$ cat src/rtl/acorn_pkg.sv
`default_nettype none
// +-----------------------------------------------------------------------+
// | acorn_pkg                                                             |
// | Shared ACORN-128 constants, FSM state type and boolean helpers.       |
// | Rev 1.0 - initial release                                             |
// +-----------------------------------------------------------------------+
package acorn_pkg;

  localparam int STATE_W    = 293;
  localparam int PAD_LEN    = 256;
  localparam int PAD_CA_LEN = 128;

  typedef enum logic [1:0] {
    IDLE = 2'd0,
    DATA = 2'd1,
    PAD  = 2'd2,
    DONE = 2'd3
  } fsm_t;

  function automatic logic maj(input logic x, input logic y, input logic z);
    return (x & y) ^ (x & z) ^ (y & z);
  endfunction

  function automatic logic ch(input logic x, input logic y, input logic z);
    return (x & y) ^ (~x & z);
  endfunction

endpackage
`default_nettype wire

$ cat src/rtl/acorn_decrypt_process_if.sv
`default_nettype none
// +-----------------------------------------------------------------------+
// | acorn_decrypt_process_if                                              |
// | Control, serial ciphertext/plaintext and state bus of the decryptor.  |
// | Optional ks_bit observation port: ACORN_DEC_KS_OBS_EN.                |
// | Rev 1.0 - initial release                                             |
// +-----------------------------------------------------------------------+
interface acorn_decrypt_process_if #(
  parameter int MSG_LEN_W = 16
);
  import acorn_pkg::*;

  logic                 start;
  logic [MSG_LEN_W-1:0] msg_len;
  logic [STATE_W-1:0]   state_in;
  logic                 c_bit;
  logic                 c_valid;
  logic                 c_ready;
  logic                 p_bit;
  logic                 p_valid;
  logic                 busy;
  logic                 done;
  logic [STATE_W-1:0]   state_out;
`ifdef ACORN_DEC_KS_OBS_EN
  logic                 ks_bit;
`endif

  modport master (
    output start, msg_len, state_in, c_bit, c_valid,
    input  c_ready, p_bit, p_valid, busy, done, state_out
`ifdef ACORN_DEC_KS_OBS_EN
    , input ks_bit
`endif
  );

  modport slave (
    input  start, msg_len, state_in, c_bit, c_valid,
    output c_ready, p_bit, p_valid, busy, done, state_out
`ifdef ACORN_DEC_KS_OBS_EN
    , output ks_bit
`endif
  );

endinterface
`default_nettype wire

$ cat src/rtl/acorn_step.sv
`default_nettype none
// +-----------------------------------------------------------------------+
// | acorn_step                                                            |
// | Combinational ACORN-128 one-bit state update and keystream bit.       |
// | Rev 1.0 - initial release                                             |
// +-----------------------------------------------------------------------+
module acorn_step
  import acorn_pkg::*;
(
  input  logic [STATE_W-1:0] S,
  input  logic               m,
  input  logic               ca,
  input  logic               cb,
  output logic [STATE_W-1:0] S_next,
  output logic               ks
);

  logic [STATE_W-1:0] w_s;
  logic               w_f;

  // ks is kept free of m so a caller may derive m from ks without a loop
  always_comb begin
    w_s      = S;
    w_s[289] = S[289] ^ S[235] ^ S[230];
    w_s[230] = S[230] ^ S[196] ^ S[193];
    w_s[193] = S[193] ^ S[160] ^ S[154];
    w_s[154] = S[154] ^ S[111] ^ S[107];
    w_s[107] = S[107] ^ S[66]  ^ S[61];
    w_s[61]  = S[61]  ^ S[23]  ^ S[0];
    ks = w_s[12] ^ w_s[154] ^ maj(w_s[235], w_s[61], w_s[193])
       ^ ch(w_s[230], w_s[111], w_s[66]);
  end

  assign w_f = w_s[0] ^ ~w_s[107] ^ maj(w_s[244], w_s[23], w_s[160])
             ^ (ca & w_s[196]) ^ (cb & ks);

  assign S_next = {w_f ^ m, w_s[STATE_W-1:1]};

endmodule
`default_nettype wire

$ cat src/rtl/acorn_decrypt_process.sv
`default_nettype none
// +-----------------------------------------------------------------------+
// | acorn_decrypt_process                                                 |
// | ACORN-128 serial decryption followed by 256-step padding absorption.  |
// | Optional ks_bit observation port: ACORN_DEC_KS_OBS_EN.                |
// | Rev 1.0 - initial release                                             |
// +-----------------------------------------------------------------------+
module acorn_decrypt_process
  import acorn_pkg::*;
#(
  parameter int MSG_LEN_W = 16
) (
  input  logic                    clk,
  input  logic                    rst,
  acorn_decrypt_process_if.slave  bus
);

  fsm_t                 r_fsm, w_fsm_nxt;
  logic [STATE_W-1:0]   r_s;
  logic [MSG_LEN_W-1:0] r_len;
  logic [MSG_LEN_W-1:0] r_data_cnt;
  logic [8:0]           r_pad_cnt;
  logic [STATE_W-1:0]   r_state_out;
  logic                 r_p_bit;
  logic                 r_p_valid;

  logic                 w_c_ready;
  logic                 w_step_en;
  logic                 w_step_m;
  logic                 w_step_ca;
  logic                 w_step_cb;
  logic [STATE_W-1:0]   w_s_next;
  logic                 w_ks;
  logic                 w_p;

  acorn_step u_step (
    .S      (r_s),
    .m      (w_step_m),
    .ca     (w_step_ca),
    .cb     (w_step_cb),
    .S_next (w_s_next),
    .ks     (w_ks)
  );

  assign w_p = bus.c_bit ^ w_ks;

  always_comb begin
    w_fsm_nxt = r_fsm;
    w_c_ready = 1'b0;
    w_step_en = 1'b0;
    w_step_m  = 1'b0;
    w_step_ca = 1'b1;
    w_step_cb = 1'b0;
    case (r_fsm)
      IDLE: begin
        if (bus.start)
          w_fsm_nxt = (bus.msg_len == '0) ? PAD : DATA;
      end
      DATA: begin
        w_c_ready = 1'b1;
        w_step_m  = w_p;
        if (bus.c_valid) begin
          w_step_en = 1'b1;
          if (r_data_cnt == (r_len - MSG_LEN_W'(1)))
            w_fsm_nxt = PAD;
        end
      end
      PAD: begin
        w_step_en = 1'b1;
        w_step_m  = (r_pad_cnt == 9'd0);
        w_step_ca = (r_pad_cnt < 9'(PAD_CA_LEN));
        if (r_pad_cnt == 9'(PAD_LEN - 1))
          w_fsm_nxt = DONE;
      end
      DONE: begin
        w_fsm_nxt = IDLE;
      end
      default: w_fsm_nxt = IDLE;
    endcase
  end

  always_ff @(posedge clk or negedge rst) begin
    if (!rst) begin
      r_fsm       <= IDLE;
      r_s         <= '0;
      r_len       <= '0;
      r_data_cnt  <= '0;
      r_pad_cnt   <= '0;
      r_state_out <= '0;
      r_p_bit     <= 1'b0;
      r_p_valid   <= 1'b0;
    end else begin
      r_fsm     <= w_fsm_nxt;
      r_p_valid <= 1'b0;
      if (r_fsm == IDLE && bus.start) begin
        r_s        <= bus.state_in;
        r_len      <= bus.msg_len;
        r_data_cnt <= '0;
        r_pad_cnt  <= '0;
      end
      if (w_step_en)
        r_s <= w_s_next;
      if (r_fsm == DATA && w_step_en) begin
        r_data_cnt <= r_data_cnt + MSG_LEN_W'(1);
        r_p_bit    <= w_p;
        r_p_valid  <= 1'b1;
      end
      if (r_fsm == DATA && w_fsm_nxt == PAD)
        r_pad_cnt <= '0;
      if (r_fsm == PAD)
        r_pad_cnt <= r_pad_cnt + 9'd1;
      // Captured on the last pad step so it is already valid during DONE
      if (r_fsm == PAD && w_fsm_nxt == DONE)
        r_state_out <= w_s_next;
    end
  end

`ifdef ACORN_DEC_KS_OBS_EN
  logic r_ks_bit;

  always_ff @(posedge clk or negedge rst) begin
    if (!rst)
      r_ks_bit <= 1'b0;
    else if (r_fsm == DATA && w_step_en)
      r_ks_bit <= w_ks;
  end

  assign bus.ks_bit = r_ks_bit;
`endif

  assign bus.c_ready   = w_c_ready;
  assign bus.p_bit     = r_p_bit;
  assign bus.p_valid   = r_p_valid;
  assign bus.busy      = (r_fsm != IDLE);
  assign bus.done      = (r_fsm == DONE);
  assign bus.state_out = r_state_out;

endmodule
`default_nettype wire

$ cat src/flat_wrapper.sv
// flat-port wrapper written by rule: the top's interface ports become plain ports
module acorn_decrypt_process_flat import acorn_pkg::*;
#(
  parameter int MSG_LEN_W = 16
)
  (clk, rst, bus_start, bus_msg_len, bus_state_in, bus_c_bit, bus_c_valid, bus_c_ready, bus_p_bit, bus_p_valid, bus_busy, bus_done, bus_state_out);
  acorn_decrypt_process_if #(.MSG_LEN_W(MSG_LEN_W)) bus_i ();
  input  logic clk;
  input  logic rst;
  input wire logic [$bits(bus_i.start)-1:0] bus_start;
  input wire logic [$bits(bus_i.msg_len)-1:0] bus_msg_len;
  input wire logic [$bits(bus_i.state_in)-1:0] bus_state_in;
  input wire logic [$bits(bus_i.c_bit)-1:0] bus_c_bit;
  input wire logic [$bits(bus_i.c_valid)-1:0] bus_c_valid;
  output wire logic [$bits(bus_i.c_ready)-1:0] bus_c_ready;
  output wire logic [$bits(bus_i.p_bit)-1:0] bus_p_bit;
  output wire logic [$bits(bus_i.p_valid)-1:0] bus_p_valid;
  output wire logic [$bits(bus_i.busy)-1:0] bus_busy;
  output wire logic [$bits(bus_i.done)-1:0] bus_done;
  output wire logic [$bits(bus_i.state_out)-1:0] bus_state_out;
  assign bus_i.start = bus_start;
  assign bus_i.msg_len = bus_msg_len;
  assign bus_i.state_in = bus_state_in;
  assign bus_i.c_bit = bus_c_bit;
  assign bus_i.c_valid = bus_c_valid;
  assign bus_c_ready = bus_i.c_ready;
  assign bus_p_bit = bus_i.p_bit;
  assign bus_p_valid = bus_i.p_valid;
  assign bus_busy = bus_i.busy;
  assign bus_done = bus_i.done;
  assign bus_state_out = bus_i.state_out;
  acorn_decrypt_process #(.MSG_LEN_W(MSG_LEN_W)) u_core (.clk(clk), .rst(rst), .bus(bus_i));
endmodule
$ cat config.mk
export PLATFORM = sky130hd
export DESIGN_NAME = acorn_decrypt_process_flat
export DESIGN_NICKNAME = d
export VERILOG_FILES = /design/src/rtl/acorn_pkg.sv /design/src/rtl/acorn_decrypt_process_if.sv /design/src/rtl/acorn_step.sv /design/src/rtl/acorn_decrypt_process.sv /design/src/flat_wrapper.sv
export SDC_FILE = /design/constraint.sdc
export NUM_CORES = 1
export LEC_CHECK = 0
export CORE_MARGIN = 4
export CORE_UTILIZATION = 25
export CTS_CLUSTER_DIAMETER = 200
export CTS_CLUSTER_SIZE = 16
export DETAILED_ROUTE_END_ITERATION = 6
export HOLD_SLACK_MARGIN = 0.12
export MAX_ROUTING_LAYER = met4
export PLACE_DENSITY = 0.58
export SLEW_MARGIN = 20
export SYNTH_ARGS = -nofsm -noshare
export SYNTH_HDL_FRONTEND = slang
export SYNTH_HIERARCHICAL = 1
export SYNTH_SLANG_ARGS = --single-unit
$ cat constraint.sdc
create_clock -name clk -period 2.8 [get_ports clk]
set_input_delay 0.42 -clock clk [delete_from_list [all_inputs] [get_ports clk]]
set_output_delay 0.42 -clock clk [all_outputs]
set_load 0.01 [all_outputs]
==> results.yml, run 1 <==
routing:
  drc_errors: 0
  viasPerCell: 4.52
  postRouteAntennaNets: 0
  firstDrtPassIters: 7
  vias: 21700
  wl_per_cell_um: 20.1
  drt-total-wl_um: 96500
  drt_iter0_markers: 1307
clock_network:
  clk_latency_ns: 0.62
  cts-htree-levels: 2
  cts_tree: "yes"
  cts-buffers-inserted: 45
  cts_root_buf: "clkbuf_16"
  clk_pin_slew_worst_paths_ns: 0.09
  cts_sinks: 631
  clockBufferDepth: 3
sta:
  drv_slew: 0
  slew_headroom_pct: 46.4
  hold_viol: 0
  holdWs_ns: 0.355
  clock_skew_ns: 0.0242
  setup_tns_ns: -0.621
  setup_viol: 2
  worst_pin_slew_ns: 0.804
  rsz0062_at_grt: "yes"
  fmax_mhz: 319
  fin_ws_ns: -0.336
  period_minus_slack_ns: 3.14
  finalCritPeriodShare_pct: 112
floorplanning:
  die_w_um: 349
  rows: 124
  core_um2: 115000
  die_h_um: 349
  dieArea_um2: 122000
  initial_core_util_pct: 25.3
  boundaryPins: 612
synth:
  ys.flop_type: "dfrtp_1"
  yosys_warnings: 6
  synth_top_area_share_pct: 54.3
  synth_area_leader_cell: "dfrtp_1"
  synth_cell_type_count: 63
  synth.area.top_cells: "dfrtp_1, mux2_2, nand2_1, buf_4, a31oi_1"
  async_flop_share_pct: 100
  syn_area_per_cell_um2: 10.1
  syn_area_um2: 29100
  synth-seq-cells: 631
  syn_inst: 2878
  synth-edff-count: 0
  ys_seq_area_share_pct: 54.3
power_and_ir_drop:
  p_clk_share_pct: 12.9
  power.share.switching_pct: 38.6
  p_sw_uw: 18500
  power.density_nw_per_um2: 1260
  combPwrFrac_pct: 50.5
  seqPwrFrac_pct: 36.6
  power.internal_uw: 29400
  leakage_uw: 0.0164
  ir_worst_vdd_mv: 0.584
placed_design:
  dp_hpwl_um: 69700
  gp_congestion: 0.859
  place_area_um2: 36000
  io_buffers: 611
  placed_cells: 4708
global_route:
  grt_pass1_vias: 22100
  grt_start_max_net_pins: 74
  grtUsageTotal_pct: 15.5
  grt_antenna_before_repair: 13
  grt_first_pass_wirelength_um: 141000
  gr-total-overflow: 0
critical_path:
  cp-end-kind: "flip-flop"
  required_ns: 3.30
  setup.worst_path.class: "flip-flop to flip-flop"
  cp-start-kind: "flip-flop"
  crit_arrival_ns: 3.64
  worstPathMaxFanout: 3
worst_hold_path:
  min_path_type: "input pin to async pin"
run_status:
  status: "finished, violations left"
  violations: "setup timing"
finish:
  drive_above_1_share_pct: 17.4
  seq_area_um2: 15800
  syn_to_final_growth_pct: 30.6
  multiInputGateArea_um2: 10600
  fin_cells: 4794
  final_cell_area_um2: 38000
  fillers: 11700
  fin_nets: 3595
job:
  maxCapViolations: 0
-- timing repair --
item,CTS,global route
gates resized for setup,17,52
setup buffers,10,5
hold buffers,1,0
gates cloned,3,12
setup endpoints to repair,216,192
hold endpoints to repair,42,0
pin swaps,3,16
-- per-stage QoR --
step / setup slack [ns] / power, µW / utilization (%)
2_1_floorplan: -0.112 / 31600 / -
3_3_place_gp: -0.541 / 40600 / 31.4
3_5_place_dp: -0.597 / 40900 / 31.4
4_1_cts: -0.435 / 47900 / 32.6
5_1_grt: -0.563 / 51300 / 33.1
6_report: -0.336 / 47900 / 33.1
-- synthesized netlist by cell type, drive strengths merged, types with 6 or more instances --
master and n:
a21oi 7, a31oi 301, and3 9, buf 296
clkbuf 167, dfrtp 631, ha 10, inv 17
mux2 293, mux2i 7, nand2 665, nand3 16
nand4 6, nor2 310, nor4 11, o21ai 27
xnor2 27, xor2 10
-- worst max-delay path: stages (launching register included) --
cell	delay (ns)
dfrtp_1	0.43
xor3_4	0.46
maj3_2	0.36
xnor2_2	0.19
xor2_1	0.22
nand2_1	0.09
a21boi_2	0.15
xor2_1	0.18
xnor2_1	0.15
xnor2_1	0.12
xnor2_1	0.26
xnor2_2	0.14
mux2_2	0.27
-- flip-flops by register name, summed over array words and instances (netlist names) --
name / count
u_core/r_data_cnt: 16
u_core/bus.state_out: 293
u_core/r_fsm: 2
u_core/r_pad_cnt: 9
u_core/bus.p_valid: 1
u_core/r_s: 293
u_core/bus.p_bit: 1
u_core/r_len: 16
-- path summary, 6_finish.rpt --
path                                               start                   endpoint  slack (ns)  depth (start not counted)
worst max register to register           u_core/r_s[193]  u_core/bus.state_out[292]       -0.34                         12
worst max-delay path                     u_core/r_s[193]  u_core/bus.state_out[292]       -0.34                         12
min in group clk                       bus_state_in[113]            u_core/r_s[113]        0.36                          3
worst min register to register  u_core/bus.state_out[70]   u_core/bus.state_out[70]        0.50                          1
max in group asynchronous                            rst             u_core/r_s[89]        1.45                          3
worst min-delay path                                 rst  u_core/bus.state_out[226]        0.35                          2
-- cells by family after synthesis --
group / synth area share (%)
other: 0.0129
AO/OA/AOI/OAI: 8.02
multiplexers: 11.6
buffers and inverters: 9.94
AND/OR/NAND/NOR: 14.1
XOR/XNOR: 1.52
adder cells (fa/ha/maj): 0.504
flip-flops: 54.3
-- power groups by stage --
stage,registers (µW),clock network [µW],logic [µW]
after floorplan,17200,0,14500
after detailed placement,17700,0,23200
after global placement,17600,0,23000
after global routing,18100,6780,26400
final,17600,6190,24200
after CTS,17600,6520,23800
-- cell usage in the layout, fill, tap and decap left out, types with 7 or more instances in the layout --
master           instances
a31oi_1                300
nand2_1                663
mux2_2                 271
o21ai_0                 25
a21oi_1                  7
nor2_1                 308
nand3_1                 16
buf_4                  129
inv_1                   17
dfrtp_1                631
buf_16                   7
ha_1                     7
diode_2                 10
xnor2_1                 24
nor4_1                  11
buf_12                  35
clkbuf_16               55
mux2_4                  22
xor2_1                   9
buf_6                   10
clkdlybuf4s50_1        610
-- final cells by class --
cell class / instances / area share (%)
sequential: 631 / 41.6
multi-input combinational: 1767 / 27.9
timing repair buffer: 808 / 22.2
tap: 1512 / 4.98
clock buffer: 46 / 3.03
inverter: 18 / 0.178
clock inverter: 2 / 0.0725
antenna: 10 / 0.0659
-- layer usage --
| metal | wire [µm] | GRT usage, % |
|---|---|---|
| met1 | 41100 | 19.2 |
| met2 | 47300 | 25.5 |
| met3 | 5450 | 3.13 |
| met4 | 2680 | 4.85 |
| met5 | 0 | - |
No activity file was read; power rests on OpenSTA's default activity.
==> run 2: changes to the inputs <==
--- a/config.mk
+++ b/config.mk
@@ -12,7 +12,7 @@
 export DETAILED_ROUTE_END_ITERATION = 6
 export HOLD_SLACK_MARGIN = 0.12
 export MAX_ROUTING_LAYER = met4
-export PLACE_DENSITY = 0.58
+export PLACE_DENSITY = 0.53
 export SLEW_MARGIN = 20
 export SYNTH_ARGS = -nofsm -noshare
 export SYNTH_HDL_FRONTEND = slang
==> run 2 against run 1 <==
Against the previous run: the flow still finishes with violations (setup timing); via count grew 0.57%; wire length is 2.7% higher; utilization increased by 0.72 points; clock skew about the same; clock power up 1%; critical path depth rose by 1; hold slack worse by 0.0025 ns; power grew 1.7%; sequential share of layout area fell by 0.89 points; die area stayed put; critical path type unchanged.
==> results.yml, run 2 (synthesis results as in run 1) <==
clock_network:
  clk_pin_slew_worst_paths_ns: 0.08
  cts-htree-levels: 2
  clockBufferDepth: 3
  clk_latency_ns: 0.62
  cts_sinks: 631
  cts_root_buf: "clkbuf_16"
  cts_tree: "yes"
  cts-buffers-inserted: 45
floorplanning:
  boundaryPins: 612
  initial_core_util_pct: 25.3
  core_um2: 115000
  rows: 124
  dieArea_um2: 122000
  die_h_um: 349
  die_w_um: 349
job:
  maxCapViolations: 0
critical_path:
  setup.worst_path.class: "flip-flop to flip-flop"
  crit_arrival_ns: 3.55
  cp-end-kind: "flip-flop"
  required_ns: 3.30
  path_delay_family: "XOR/XNOR gates"
  cp-start-kind: "flip-flop"
  critPathMaxStageDelay_ns: 0.42
  crit_slowest_cell: "xnor3_1"
  reg2reg_slack_ns: -0.25
  worstPathBufferInverterCount: 0
  crit_path_frequent_cell: "xnor2_1"
  worstPathMaxFanout: 2
  path_cells: "xnor3_1 -> mux2i_1 -> xor2_1 -> xnor2_1 -> xor2_1 -> nand2_1 -> a21boi_2 -> xor2_1 -> xnor2_1 -> xnor2_1 -> xnor2_1 -> xnor2_1 -> mux2_2"
finish:
  fillers: 11700
  mostFrequentLayoutCells: "nand2_1, dfrtp_1, clkdlybuf4s50_1"
  fin_cells: 4820
  final_common_cell: "nand2_1"
  final_cell_area_um2: 38800
  syn_to_final_growth_pct: 33.4
  drive_above_1_share_pct: 17.9
  fin_nets: 3619
run_status:
  violations: "setup timing"
  status: "finished, violations left"
global_route:
  grt_first_pass_wirelength_um: 143000
  busiest_layer: "met2"
  grt_pass1_vias: 22100
  grt_start_max_net_pins: 106
  gr-total-overflow: 0
  grt_util_met2_pct: 26.7
  gr-usage-met3_pct: 3.53
  grt_antenna_before_repair: 11
  grtUsageTotal_pct: 15.8
  grt_util_met1_pct: 19.5
power_and_ir_drop:
  power.density_nw_per_um2: 1260
  power_uw: 48800
  leakage_uw: 0.0171
  ir_worst_vdd_mv: 0.528
routing:
  drt-total-wl_um: 99100
  viasPerCell: 4.52
  wl_per_cell_um: 20.6
  vias: 21800
  postRouteAntennaNets: 0
  drc_errors: 0
  firstDrtPassIters: 5
  drt_iter0_markers: 1248
sta:
  holdWs_ns: 0.352
  finalCritPeriodShare_pct: 109
  fin_ws_ns: -0.255
  worst_pin_slew_ns: 0.779
  setup_viol: 53
  hold_viol: 0
  fmax_mhz: 327
  period_minus_slack_ns: 3.05
  clock_skew_ns: 0.0242
  slew_headroom_pct: 48.1
  rsz0062_at_grt: "yes"
  drv_slew: 0
placed_design:
  io_buffers: 611
  place_area_um2: 36000
  dp_hpwl_um: 70900
  gp_congestion: 0.835
  placed_cells: 4711
worst_hold_path:
  min_path_type: "input pin to flip-flop"
[run 2: per-layer routing]
layer	vias to the layer above	routed length (µm)
li1	10300	-
met4	0	2010
met5	-	0
met3	98	5460
met1	11000	42900
met2	473	48700
[run 2: power by group]
group	leakage, µW	switching [µW]	internal (µW)	total (µW)
clock network	0.000590	3300	2980	6280
logic	0.00905	11600	13200	24800
registers	0.00751	3770	13900	17700
[run 2: stage by stage]
step	utilization [%]	setup TNS, ns	worst slack [ns]
2_1_floorplan	-	-24.89	-0.112
3_3_place_gp	31.4	-169.90	-0.615
3_5_place_dp	31.4	-161.79	-0.594
4_1_cts	32.8	-4.52	-0.258
5_1_grt	33.8	-15.37	-0.491
6_report	33.8	-1.52	-0.255
[run 2: worst min-delay path: stages]
cell and delay [ns]:
clkdlybuf4s50_1 0.39, nand2_1 0.05, a31oi_1 0.07
[run 2: final timing paths]
check                                      start                   endpoint  depth (start not counted)
worst max-delay path             u_core/r_s[196]  u_core/bus.state_out[292]                         13
worst min-delay path            bus_state_in[89]             u_core/r_s[89]                          3
worst max register to register   u_core/r_s[196]  u_core/bus.state_out[292]                         13
worst min register to register  u_core/bus.p_bit           u_core/bus.p_bit                          2
max in group asynchronous                    rst  u_core/bus.state_out[243]                          3
min in group asynchronous                    rst  u_core/bus.state_out[236]                          2
[run 2: area by class of cell]
cell class / instances / area, µm² / area share, %
antenna: 11 / 27.5 / 0.0710
sequential: 631 / 15800 / 40.7
timing repair buffer: 832 / 8810 / 22.7
tap: 1512 / 1890 / 4.88
clock buffer: 47 / 1180 / 3.03
clock inverter: 2 / 20.0 / 0.0516
multi-input combinational: 1767 / 11000 / 28.4
inverter: 18 / 67.6 / 0.174
[run 2: what timing repair did]
| item | CTS | global route |
|---|---|---|
| endpoints found under the hold margin | 48 | 0 |
| buffers inserted | 10 | 26 |
| setup endpoints to repair | 236 | 299 |
| hold buffers | 1 | 0 |
| pin swaps | 5 | 8 |
| cloned | 7 | 12 |
| resized for setup | 24 | 189 |
==> run 3: changes to the inputs <==
--- a/config.mk
+++ b/config.mk
@@ -8,7 +8,6 @@
 export CORE_MARGIN = 4
 export CORE_UTILIZATION = 25
 export CTS_CLUSTER_DIAMETER = 200
-export CTS_CLUSTER_SIZE = 16
 export DETAILED_ROUTE_END_ITERATION = 6
 export HOLD_SLACK_MARGIN = 0.12
 export MAX_ROUTING_LAYER = met4
==> run 3 against run 2 <==
Against the previous run: the flow still finishes with violations (setup timing); sequential cell count stayed put; first-iteration DRC count shrank 5.8%; clock power up 61%; global-route usage up 0.31 points; clock skew is 0.0014 ns lower; combinational power rose by 2%; critical endpoint unchanged.
==> results.yml, run 3 (synthesis results as in run 1) <==
clock_network:
  cts_sinks: 631
  clockBufferDepth: 3
  cts_tree: "yes"
  cts-htree-levels: 3
  cts-buffers-inserted: 77
  cts_root_buf: "clkbuf_16"
  clk_latency_ns: 0.63
  clk_pin_slew_worst_paths_ns: 0.06
placed_design:
  place_area_um2: 36000
  gp_congestion: 0.835
  dp_hpwl_um: 70900
  placed_cells: 4711
  dp_worst_setup_slack_ns: -0.594
  io_buffers: 611
power_and_ir_drop:
  power.density_nw_per_um2: 1320
  p_sw_uw: 19700
  seqPwrFrac_pct: 33.4
  ir_worst_vdd_mv: 0.523
  p_clk_share_pct: 18.9
  leakage_uw: 0.0181
  power.internal_uw: 33600
  power_uw: 53200
  power.share.switching_pct: 37.0
  combPwrFrac_pct: 47.6
critical_path:
  worstPathMaxFanout: 2
  cp-start-kind: "flip-flop"
  cp-end-kind: "flip-flop"
  crit_arrival_ns: 3.57
  required_ns: 3.32
  r2r_cells: 13
  setup.worst_path.class: "flip-flop to flip-flop"
finish:
  finalCoreUtilization_pct: 35.2
  drive_above_1_share_pct: 19.6
  fin_cells: 4908
  fin_nets: 3648
  final_common_cell: "nand2_1"
  final_cell_area_um2: 40400
  mostFrequentLayoutCells: "nand2_1, dfrtp_1, clkdlybuf4s50_1"
  syn_to_final_growth_pct: 39.0
sta:
  hold_viol: 0
  rsz0062_at_grt: "yes"
  finalCritPeriodShare_pct: 109
  worst_pin_slew_ns: 0.789
  period_minus_slack_ns: 3.05
  clock_skew_ns: 0.0229
  setup_viol: 29
  fmax_mhz: 327
  drv_slew: 0
  fin_ws_ns: -0.254
  slew_headroom_pct: 47.4
routing:
  firstDrtPassIters: 5
  wl_per_cell_um: 20.6
  drt-total-wl_um: 101000
  drc_errors: 0
  drt_iter0_markers: 1176
  viasPerCell: 4.51
  postRouteAntennaNets: 0
  vias: 22100
floorplanning:
  initial_core_util_pct: 25.3
  dieArea_um2: 122000
  rows: 124
  core_um2: 115000
  die_w_um: 349
  boundaryPins: 612
  die_h_um: 349
global_route:
  grt_first_pass_wirelength_um: 146000
  gr-total-overflow: 0
  grt_pass1_vias: 22600
  grt_antenna_before_repair: 10
  grt_start_max_net_pins: 106
  grtUsageTotal_pct: 16.2
run_status:
  violations: "setup timing"
  status: "finished, violations left"
worst_hold_path:
  min_path_type: "input pin to flip-flop"
  min_path_cells: 3
job:
  maxCapViolations: 0
## run 3: cell count changes in the layout (fill, tap and decap cells not counted), moves of 6 or more
cell / before / now
mux2_2: 161 / 96
mux2_4: 132 / 197
clkbuf_8: 0 / 17
clkbuf_1: 0 / 18
clkinv_2: 0 / 11
clkbuf_16: 57 / 93
buf_6: 10 / 4
## run 3: final cells by class
type	instances	area (µm²)
fill	11500	74400
multi-input combinational	1767	11300
inverter	18	67.6
clock buffer	115	2300
tap	1512	1890
sequential	631	15800
timing repair buffer	829	8830
antenna	10	25.0
clock inverter	26	251
## run 3: worst max-delay path, stage by stage (launching register included)
cell	delay, ns
dfrtp_1	0.39
xnor3_1	0.42
mux2i_1	0.24
xor2_1	0.23
xnor2_1	0.17
xor2_1	0.20
nand2_1	0.09
a21boi_2	0.16
xor2_1	0.18
xnor2_1	0.16
xnor2_1	0.16
xnor2_1	0.16
xnor2_1	0.12
mux2_2	0.27
## run 3: path summary, 6_finish.rpt
check	start	end	slack, ns
max reg2reg	u_core/r_s[196]	u_core/bus.state_out[292]	-0.25
min reg2reg	u_core/bus.p_bit	u_core/bus.p_bit	0.49
min	bus_state_in[89]	u_core/r_s[89]	0.34
min in group asynchronous	rst	u_core/bus.state_out[230]	0.39
max	u_core/r_s[196]	u_core/bus.state_out[292]	-0.25
max in group asynchronous	rst	u_core/r_s[246]	1.44
## run 3: routing by layer
layer,routed length [µm],vias to the layer above,track usage (%)
met2,49600,526,26.9
met5,0,-,-
met3,6030,129,4.18
met1,43500,11100,19.7
met4,2230,0,3.92
li1,-,10300,-
## run 3: power groups by stage
stage	sequential [µW]	combinational (µW)	clock [µW]
after floorplan	17200	14500	0
after global placement	17800	22700	0
after detailed placement	17800	22900	0
after CTS	17700	23800	10400
after global routing	18400	27600	10800
final	17800	25400	10100
## run 3: what timing repair did
item,in CTS,in global routing
hold endpoints to repair,48,0
cloned,9,15
buffers inserted,14,16
endpoints found under the setup margin,230,298
hold buffers,1,0
resized for setup,34,248
pin swaps,7,7
## run 3: metrics by stage
| stage | hold slack (ns) | TNS (ns) |
|---|---|---|
| after floorplan | 0.124 | -24.89 |
| after global placement | 0.465 | -169.90 |
| after detailed placement | 0.482 | -161.79 |
| after CTS | 0.276 | -3.60 |
| after global routing | 0.302 | -15.99 |
| final | 0.344 | -0.662 |
